## src/rtl/vga_timing_pkg.sv

```systemverilog
// vga_timing_pkg: 640x480@60 timing constants, coordinate type and counter-width helper.
// Latency: n/a (constants only).
// Backpressure: n/a.
package vga_timing_pkg;

   localparam int CLK_DIV     = 2;
   localparam int H_ACTIVE    = 640;
   localparam int H_FP        = 16;
   localparam int H_SYNC      = 96;
   localparam int H_BP        = 48;
   localparam int V_ACTIVE    = 480;
   localparam int V_FP        = 10;
   localparam int V_SYNC      = 2;
   localparam int V_BP        = 33;
   localparam int STEP_FRAMES = 30;

   // Derived raster geometry; the *_END values are exclusive bounds.
   localparam int H_TOTAL  = H_ACTIVE + H_FP + H_SYNC + H_BP;
   localparam int V_TOTAL  = V_ACTIVE + V_FP + V_SYNC + V_BP;
   localparam int HS_START = H_ACTIVE + H_FP;
   localparam int HS_END   = HS_START + H_SYNC;
   localparam int VS_START = V_ACTIVE + V_FP;
   localparam int VS_END   = VS_START + V_SYNC;

   typedef logic [9:0] coord_t;

   // Bits needed to hold 0..max_val, never less than one.
   function automatic int cnt_width(input int max_val);
      int w;
      w = $clog2(max_val + 1);
      return (w < 1) ? 1 : w;
   endfunction

endpackage

```

## src/rtl/vga_timing_gen_wrap_counter.sv

```systemverilog
// wrap_counter: modulo-(MAX+1) counter advancing on enable, with a wrap strobe.
// Latency: count updates on the clock after enable; wrap is combinational (enable && count==MAX).
// Backpressure: none; enable is the only flow control.
module wrap_counter
   import vga_timing_pkg::*;
#(
   parameter int MAX   = 1,
   parameter int WIDTH = cnt_width(MAX)
) (
   input  logic             clock_50,
   input  logic             reset,
   input  logic             enable,
   output logic [WIDTH-1:0] count,
   output logic             wrap
);

   localparam logic [WIDTH-1:0] MAX_V = WIDTH'(MAX);

   logic at_max;

   assign at_max = (count == MAX_V);
   assign wrap   = enable && at_max;

   // Advance on enable, returning to zero after MAX.
   always_ff @(posedge clock_50 or posedge reset) begin
      if (reset) begin
         count <= '0;
      end else if (enable) begin
         count <= at_max ? '0 : count + WIDTH'(1);
      end
   end

endmodule

```

## src/rtl/vga_timing_gen.sv

```systemverilog
// vga_timing_gen: VGA raster scan generator (syncs, video_on, clamped x/y, pixel/frame/step strobes).
// Latency: every output is a registered decode, one clock_50 behind the counters, all aligned.
// Backpressure: none; free-running raster. Define VGA_FRAME_PACER_EN for one step_tick per STEP_FRAMES frames.
module vga_timing_gen #(
   parameter int CLK_DIV     = vga_timing_pkg::CLK_DIV,
   parameter int H_ACTIVE    = vga_timing_pkg::H_ACTIVE,
   parameter int H_FP        = vga_timing_pkg::H_FP,
   parameter int H_SYNC      = vga_timing_pkg::H_SYNC,
   parameter int H_BP        = vga_timing_pkg::H_BP,
   parameter int V_ACTIVE    = vga_timing_pkg::V_ACTIVE,
   parameter int V_FP        = vga_timing_pkg::V_FP,
   parameter int V_SYNC      = vga_timing_pkg::V_SYNC,
   parameter int V_BP        = vga_timing_pkg::V_BP,
   parameter int STEP_FRAMES = vga_timing_pkg::STEP_FRAMES
) (
   input  logic                    clock_50,
   input  logic                    reset,
   output vga_timing_pkg::coord_t  x,
   output vga_timing_pkg::coord_t  y,
   output logic                    hsync,
   output logic                    vsync,
   output logic                    video_on,
   output logic                    pix_tick,
   output logic                    frame_start,
   output logic                    step_tick
);

   import vga_timing_pkg::*;

   // Geometry for this instance (parameters may override the package defaults).
   localparam int H_TOT = H_ACTIVE + H_FP + H_SYNC + H_BP;
   localparam int V_TOT = V_ACTIVE + V_FP + V_SYNC + V_BP;
   localparam int HS_LO = H_ACTIVE + H_FP;
   localparam int HS_HI = HS_LO + H_SYNC;
   localparam int VS_LO = V_ACTIVE + V_FP;
   localparam int VS_HI = VS_LO + V_SYNC;

   localparam int DW = cnt_width(CLK_DIV - 1);
   localparam int HW = cnt_width(H_TOT - 1);
   localparam int VW = cnt_width(V_TOT - 1);

   logic [DW-1:0] div_cnt;
   logic [HW-1:0] h_cnt;
   logic [VW-1:0] v_cnt;
   logic          pix_en;
   logic          h_wrap;
   logic          v_wrap_unused;

   logic active;
   logic hs_zone;
   logic vs_zone;
   logic at_origin;
   logic vblank_start;
   logic step_ev;

   // Pixel enable: last clock of each CLK_DIV-long pixel period.
   wrap_counter #(.MAX(CLK_DIV - 1), .WIDTH(DW)) u_div_cnt (
      .clock_50 (clock_50),
      .reset    (reset),
      .enable   (1'b1),
      .count    (div_cnt),
      .wrap     (pix_en)
   );

   wrap_counter #(.MAX(H_TOT - 1), .WIDTH(HW)) u_h_cnt (
      .clock_50 (clock_50),
      .reset    (reset),
      .enable   (pix_en),
      .count    (h_cnt),
      .wrap     (h_wrap)
   );

   // Lines advance on the pixel enable that wraps the line.
   wrap_counter #(.MAX(V_TOT - 1), .WIDTH(VW)) u_v_cnt (
      .clock_50 (clock_50),
      .reset    (reset),
      .enable   (h_wrap),
      .count    (v_cnt),
      .wrap     (v_wrap_unused)
   );

   assign active       = (int'(h_cnt) < H_ACTIVE) && (int'(v_cnt) < V_ACTIVE);
   assign hs_zone      = (int'(h_cnt) >= HS_LO) && (int'(h_cnt) < HS_HI);
   assign vs_zone      = (int'(v_cnt) >= VS_LO) && (int'(v_cnt) < VS_HI);
   assign at_origin    = pix_en && (h_cnt == '0) && (v_cnt == '0);
   assign vblank_start = pix_en && (h_cnt == '0) && (int'(v_cnt) == V_ACTIVE);

`ifdef VGA_FRAME_PACER_EN
   logic [7:0] frame_cnt;
   logic       frame_wrap_unused;

   // Frame pacer: counts vblank starts, fires on the last of every STEP_FRAMES.
   wrap_counter #(.MAX(STEP_FRAMES - 1), .WIDTH(8)) u_frame_cnt (
      .clock_50 (clock_50),
      .reset    (reset),
      .enable   (vblank_start),
      .count    (frame_cnt),
      .wrap     (frame_wrap_unused)
   );

   assign step_ev = vblank_start && (int'(frame_cnt) == STEP_FRAMES - 1);
`else
   localparam int STEP_FRAMES_UNUSED = STEP_FRAMES;

   assign step_ev = vblank_start;
`endif

   // Registered decode of the counters; x/y are forced to 0 outside the visible area
   // so the downstream cell index never leaves the grid.
   always_ff @(posedge clock_50 or posedge reset) begin
      if (reset) begin
         x           <= '0;
         y           <= '0;
         hsync       <= 1'b1;
         vsync       <= 1'b1;
         video_on    <= 1'b0;
         pix_tick    <= 1'b0;
         frame_start <= 1'b0;
         step_tick   <= 1'b0;
      end else begin
         x           <= active ? coord_t'(h_cnt) : '0;
         y           <= active ? coord_t'(v_cnt) : '0;
         hsync       <= !hs_zone;
         vsync       <= !vs_zone;
         video_on    <= active;
         pix_tick    <= pix_en;
         frame_start <= at_origin;
         step_tick   <= step_ev;
      end
   end

endmodule

```

## config.mk

```make
export PLATFORM = sky130hd
export DESIGN_NAME = vga_timing_gen
export DESIGN_NICKNAME = d
export VERILOG_FILES = /design/src/rtl/vga_timing_pkg.sv /design/src/rtl/vga_timing_gen_wrap_counter.sv /design/src/rtl/vga_timing_gen.sv
export SDC_FILE = /design/constraint.sdc
export NUM_CORES = 1
export LEC_CHECK = 0
export BUFFER_PORTS_ARGS = -buffer_cell sky130_fd_sc_hd__buf_4
export CAP_MARGIN = 15
export CELL_PAD_IN_SITES_DETAIL_PLACEMENT = 1
export CELL_PAD_IN_SITES_GLOBAL_PLACEMENT = 1
export CORE_MARGIN = 2
export CORE_UTILIZATION = 45
export CTS_CLUSTER_SIZE = 25
export DETAILED_ROUTE_END_ITERATION = 16
export PLACE_DENSITY = 0.88
export SYNTH_ARGS = -nofsm -noshare
export SYNTH_HDL_FRONTEND = slang
export SYNTH_HIERARCHICAL = 1
export SYNTH_SLANG_ARGS = --single-unit
```

## constraint.sdc

```tcl
create_clock -name clock_50 -period 2.5 [get_ports clock_50]
set_input_delay 0.5 -clock clock_50 [delete_from_list [all_inputs] [get_ports clock_50]]
set_output_delay 0.5 -clock clock_50 [all_outputs]
set_load 0.02 [all_outputs]
```

* Word-level counts from Yosys, hierarchy flattened
Index checks and enable logic that the tools add are counted.
Storage, ports and cells: output and inout bits 26, logic and storage cells 39, register bits after elaboration 47, bits of input ports 2
Operators by class: eq/ne operators 3, $lt $le $gt $ge 6, muxes and demuxes 5, reduce and logical (&&, ||, !) cells 11, $add $sub $neg 3
Operators by type and width (count):
- $mux W10 | 4
- $eq A10 B10 Y1 const B | 3
- $add A10 B1 Y10 const B | 2
- $logic_not A10 Y1 | 2
- $lt A10 B10 Y1 const B | 2
- $lt A10 B9 Y1 const B | 2
- $ge A10 B10 Y1 const B | 1
- $ge A10 B9 Y1 const B | 1
- $logic_and A1 B1 Y1 | 7
- $logic_not A1 Y1 | 2
- $add A1 B1 Y1 const B | 1
- $mux W1 | 1

* Longest topological paths before layout
word-level depth 3, gate-level depth with buffers 7, gate-level depth less buffers 6

* Cells and area by module
Netlist, hierarchy kept.
Modules (own cells, without submodules):
- vga_timing_gen | area an instance 908.4 um2, sequential area each 653.1 um2, times used 1, cells each 66
- wrap_counter at u_v_cnt | area an instance 544.3 um2, sequential area each 250.2 um2, times used 1, cells each 50
- wrap_counter at u_h_cnt | area an instance 521.8 um2, sequential area each 250.2 um2, times used 1, cells each 53
- wrap_counter at u_div_cnt | area an instance 45.0 um2, sequential area each 25.0 um2, times used 1, cells each 4

* Worst setup path before layout
OpenSTA, ideal clock, no wires.
path type register to register, start point reg u_h_cnt.count[5], end point reg u_v_cnt.count[9], period minus slack after synthesis 2031 ps, required time 2427 ps, setup time 73 ps, cell stages (with the launch flop) 8, arrival 1958 ps, buffers on the path 1, slack 469 ps, cells stage by stage dfrtp_1 -> nor4b_2 -> nand3_2 -> nor2_2 -> buf_6 -> nand4_2 -> or4_4 -> a21oi_2
On the way: cells in the longest elaborated chain, start to end 2
RTL lines:
- start, declared | line vga_timing_gen_wrap_counter.sv:13 | output logic [WIDTH-1:0] count,
- start signal, assigned | line vga_timing_gen_wrap_counter.sv:29 | count <= at_max ? '0 : count + WIDTH'(1);
- $eq A10 B10 Y1 | line vga_timing_gen_wrap_counter.sv:21 | assign at_max = (count == MAX_V);
- $logic_and A1 B1 Y1 | line vga_timing_gen_wrap_counter.sv:22 | assign wrap = enable && at_max;
- net h_wrap | line vga_timing_gen.sv:46 | logic h_wrap;
- end signal, assigned | line vga_timing_gen_wrap_counter.sv:29
- end, declared | line vga_timing_gen_wrap_counter.sv:13
The timed path passes the listed nets, and every way through them passes these cells. A chain may end at the register's enable or synchronous reset.

* Worst setup path in the final report
start point reg u_h_cnt.count[0], end point reg u_v_cnt.count[9]
Same word-level chain as after synthesis.

==> metrics.md <==
| Metric | Value |
|---|---|
| Nets | `210` |
| Critical path, cell by cell | `ha_1 > nand4_1 > nor2_2 > nand4_2 > or4_4 > a21oi_2` |
| Routed wire per std cell | `16.99 µm` |
| Worst-margin pin slew | `0.5704 ns` |
| Worst VDD drop | `333.2 µV` |
| F_max | `0.4581 GHz` |
| Max-Cap Viols | `0` |
| Worst path slowest cell | `or4_4` |
| Die height | `70.91 µm` |
| Synth warn | `6` |
| Num ports | `28` |
| Largest stage delay on the critical path | `0.56 ns` |
| Vias | `1,378` |
| Fill cell count | `464` |
| CTS H-tree lvls | `2` |
| Post-route minimum period | `2.183 ns` |
| Num CTS Buffers | `5` |
| Synth-to-Final Area Change | `17.89%` |
| Initial antenna violation count | `0` |
| CTS resizes | `0` |
| ANT cells | `0` |
| Multi-input logic area | `783.3 µm²` |
| Starting Density | `46.59%` |
| Post-CTS Hold Fix Bufs | `0` |
| Setup repair after global routing missed its margin | `no` |
| Cell area power density | `746.9 nW/µm²` |
| Post-CTS Setup Inserts | `0` |
| Worst-path clk slew | `0.08 ns` |
| Crit path DAT | `2.42 ns` |
| Final Skew | `0.005026 ns` |
| Core outline area | `4324 µm²` |
| Bufs and invs on worst path | `0` |
| Largest net degree at the start of global routing | `27` |
| Port bufs | `27` |
| CP Max Fanout | `7` |
| CP Data Required Time | `2.74 ns` |
| Layout cells sized above 1 | `24.27%` |
| Final hold viol count | `0` |
| Starting DRC count in detailed routing | `74` |
| Cell row count | `24` |
| Hpwl dp | `2993 µm` |
| # DRC | `0` |
| Final Max Tran Viols | `0` |
| Final setup TNS | `0 ns` |
| Skew-Pair Late Insertion Delay | `0.30 ns` |
| Top delay family on crit path | `simple AND/OR/NAND/NOR gates` |
| Gr ovfl total | `0` |
| CTS tree | `yes` |
| Crit path kind | `flip-flop to flip-flop` |
| Status | `completed` |
| Crit end category | `flip-flop` |
| Routed WL | `4383 µm` |
| Leak | `1.162 nW` |
| Die width | `70.91 µm` |
| Vias in the first global route | `1,453` |
| Total GRT Usage | `19.39%` |
| 1st-pass router iterations | `4` |
| Avg Cell Area, Syn | `11.71 µm²` |
| Clk sinks | `47` |
| Final setup violation count | `0` |
| Startpoint types | `flip-flop` |
| Root Driver | `clkbuf_8` |
| Clock buffer depth | `2` |
| Slew HR | `61.44%` |
| Mapped Area | `2014 µm²` |
| Routability Congestion | `0.7951` |
| Post-Synthesis Cells | `172` |
| Vias per cell | `5.341` |
| Fin crit share | `87.31%` |
| Worst hold margin | `0.04933 ns` |
| Die Footprint | `5028 µm²` |
| First-pass GRT wire length | `7452 µm` |
| Worst min path class | `input port to async pin` |
| Sequential cell area | `1179 µm²` |
| Post-route ant nets | `0` |
==> routing by layer <==
metal / routed length [µm] / up-vias / global-route usage [%]
met5: 0 / - / 0
met4: 53 / 0 / 6.289
met3: 131 / 6 / 4.986
met2: 2240 / 25 / 31.05
met1: 1959 / 705 / 25.98
li1: - / 642 / -
==> where the power goes <==
| part | internal, mW | switching, mW | total [mW] |
|---|---|---|---|
| Clock | 0.253 | 0.245 | 0.497 |
| Combinational | 0.149 | 0.179 | 0.328 |
| Sequential | 0.850 | 0.0977 | 0.948 |
==> final timing paths <==
path / from / end / slack [ns] / cells after the start
max: u_h_cnt/count[0] / u_v_cnt/count[9] / 0.32 / 6
min: reset / u_div_cnt/count / 0.05 / 2
max reg2reg: u_h_cnt/count[0] / u_v_cnt/count[9] / 0.32 / 6
min reg2reg: u_div_cnt/count / u_div_cnt/count / 0.46 / 1
max in group asynchronous: reset / hsync / 1.92 / 3
min in group clock_50: u_div_cnt/count / u_div_cnt/count / 0.46 / 1
==> placed cells by master, fill, tap and decap left out, types with 2 or more instances in the layout <==
cell and count:
dfrtp_1 45, buf_4 29, and2_1 19, nand2_1 13
nor2_1 12, xor2_1 11, inv_1 8, clkbuf_8 7
nand4_1 6, nand3_1 5, xnor2_1 4, nor3_1 3
nor4_1 3, conb_1 3, ha_1 3, or4_4 2
and3_1 2, or4_1 2, dfstp_2 2, mux2i_1 2
==> flip-flops by register name (all words and copies together) (netlist names) <==
register / count
step_tick: 1
y: 10
u_h_cnt/count: 10
video_on: 1
x: 10
u_v_cnt/count: 10
pix_tick: 1
frame_start: 1
hsync: 1
u_div_cnt/count: 1
vsync: 1
==> area by class of cell <==
| cell class | instances | area share (%) |
|---|---|---|
| flip-flops and latches | 47 | 49.63 |
| multi-input cells | 114 | 32.98 |
| repair buffers | 29 | 9.168 |
| clock buffers | 8 | 4.215 |
| well taps | 52 | 2.740 |
| inverters | 8 | 1.264 |
==> per-stage QoR <==
step / utilization [%] / cell area [µm²] / instances / total power [mW] / setup slack, ns
2_1_floorplan: - / 2018 / 173 / 1.151 / 0.4686
3_5_place_dp: 52.60 / 2275 / 250 / 1.283 / 0.4030
6_report: 54.92 / 2375 / 258 / 1.774 / 0.3173
3_3_place_gp: 52.60 / 2275 / 250 / 1.263 / 0.5099
4_1_cts: 54.92 / 2375 / 258 / 1.783 / 0.3249
5_1_grt: 54.92 / 2375 / 258 / 1.852 / 0.1685
(Power assumes the default switching activity.)
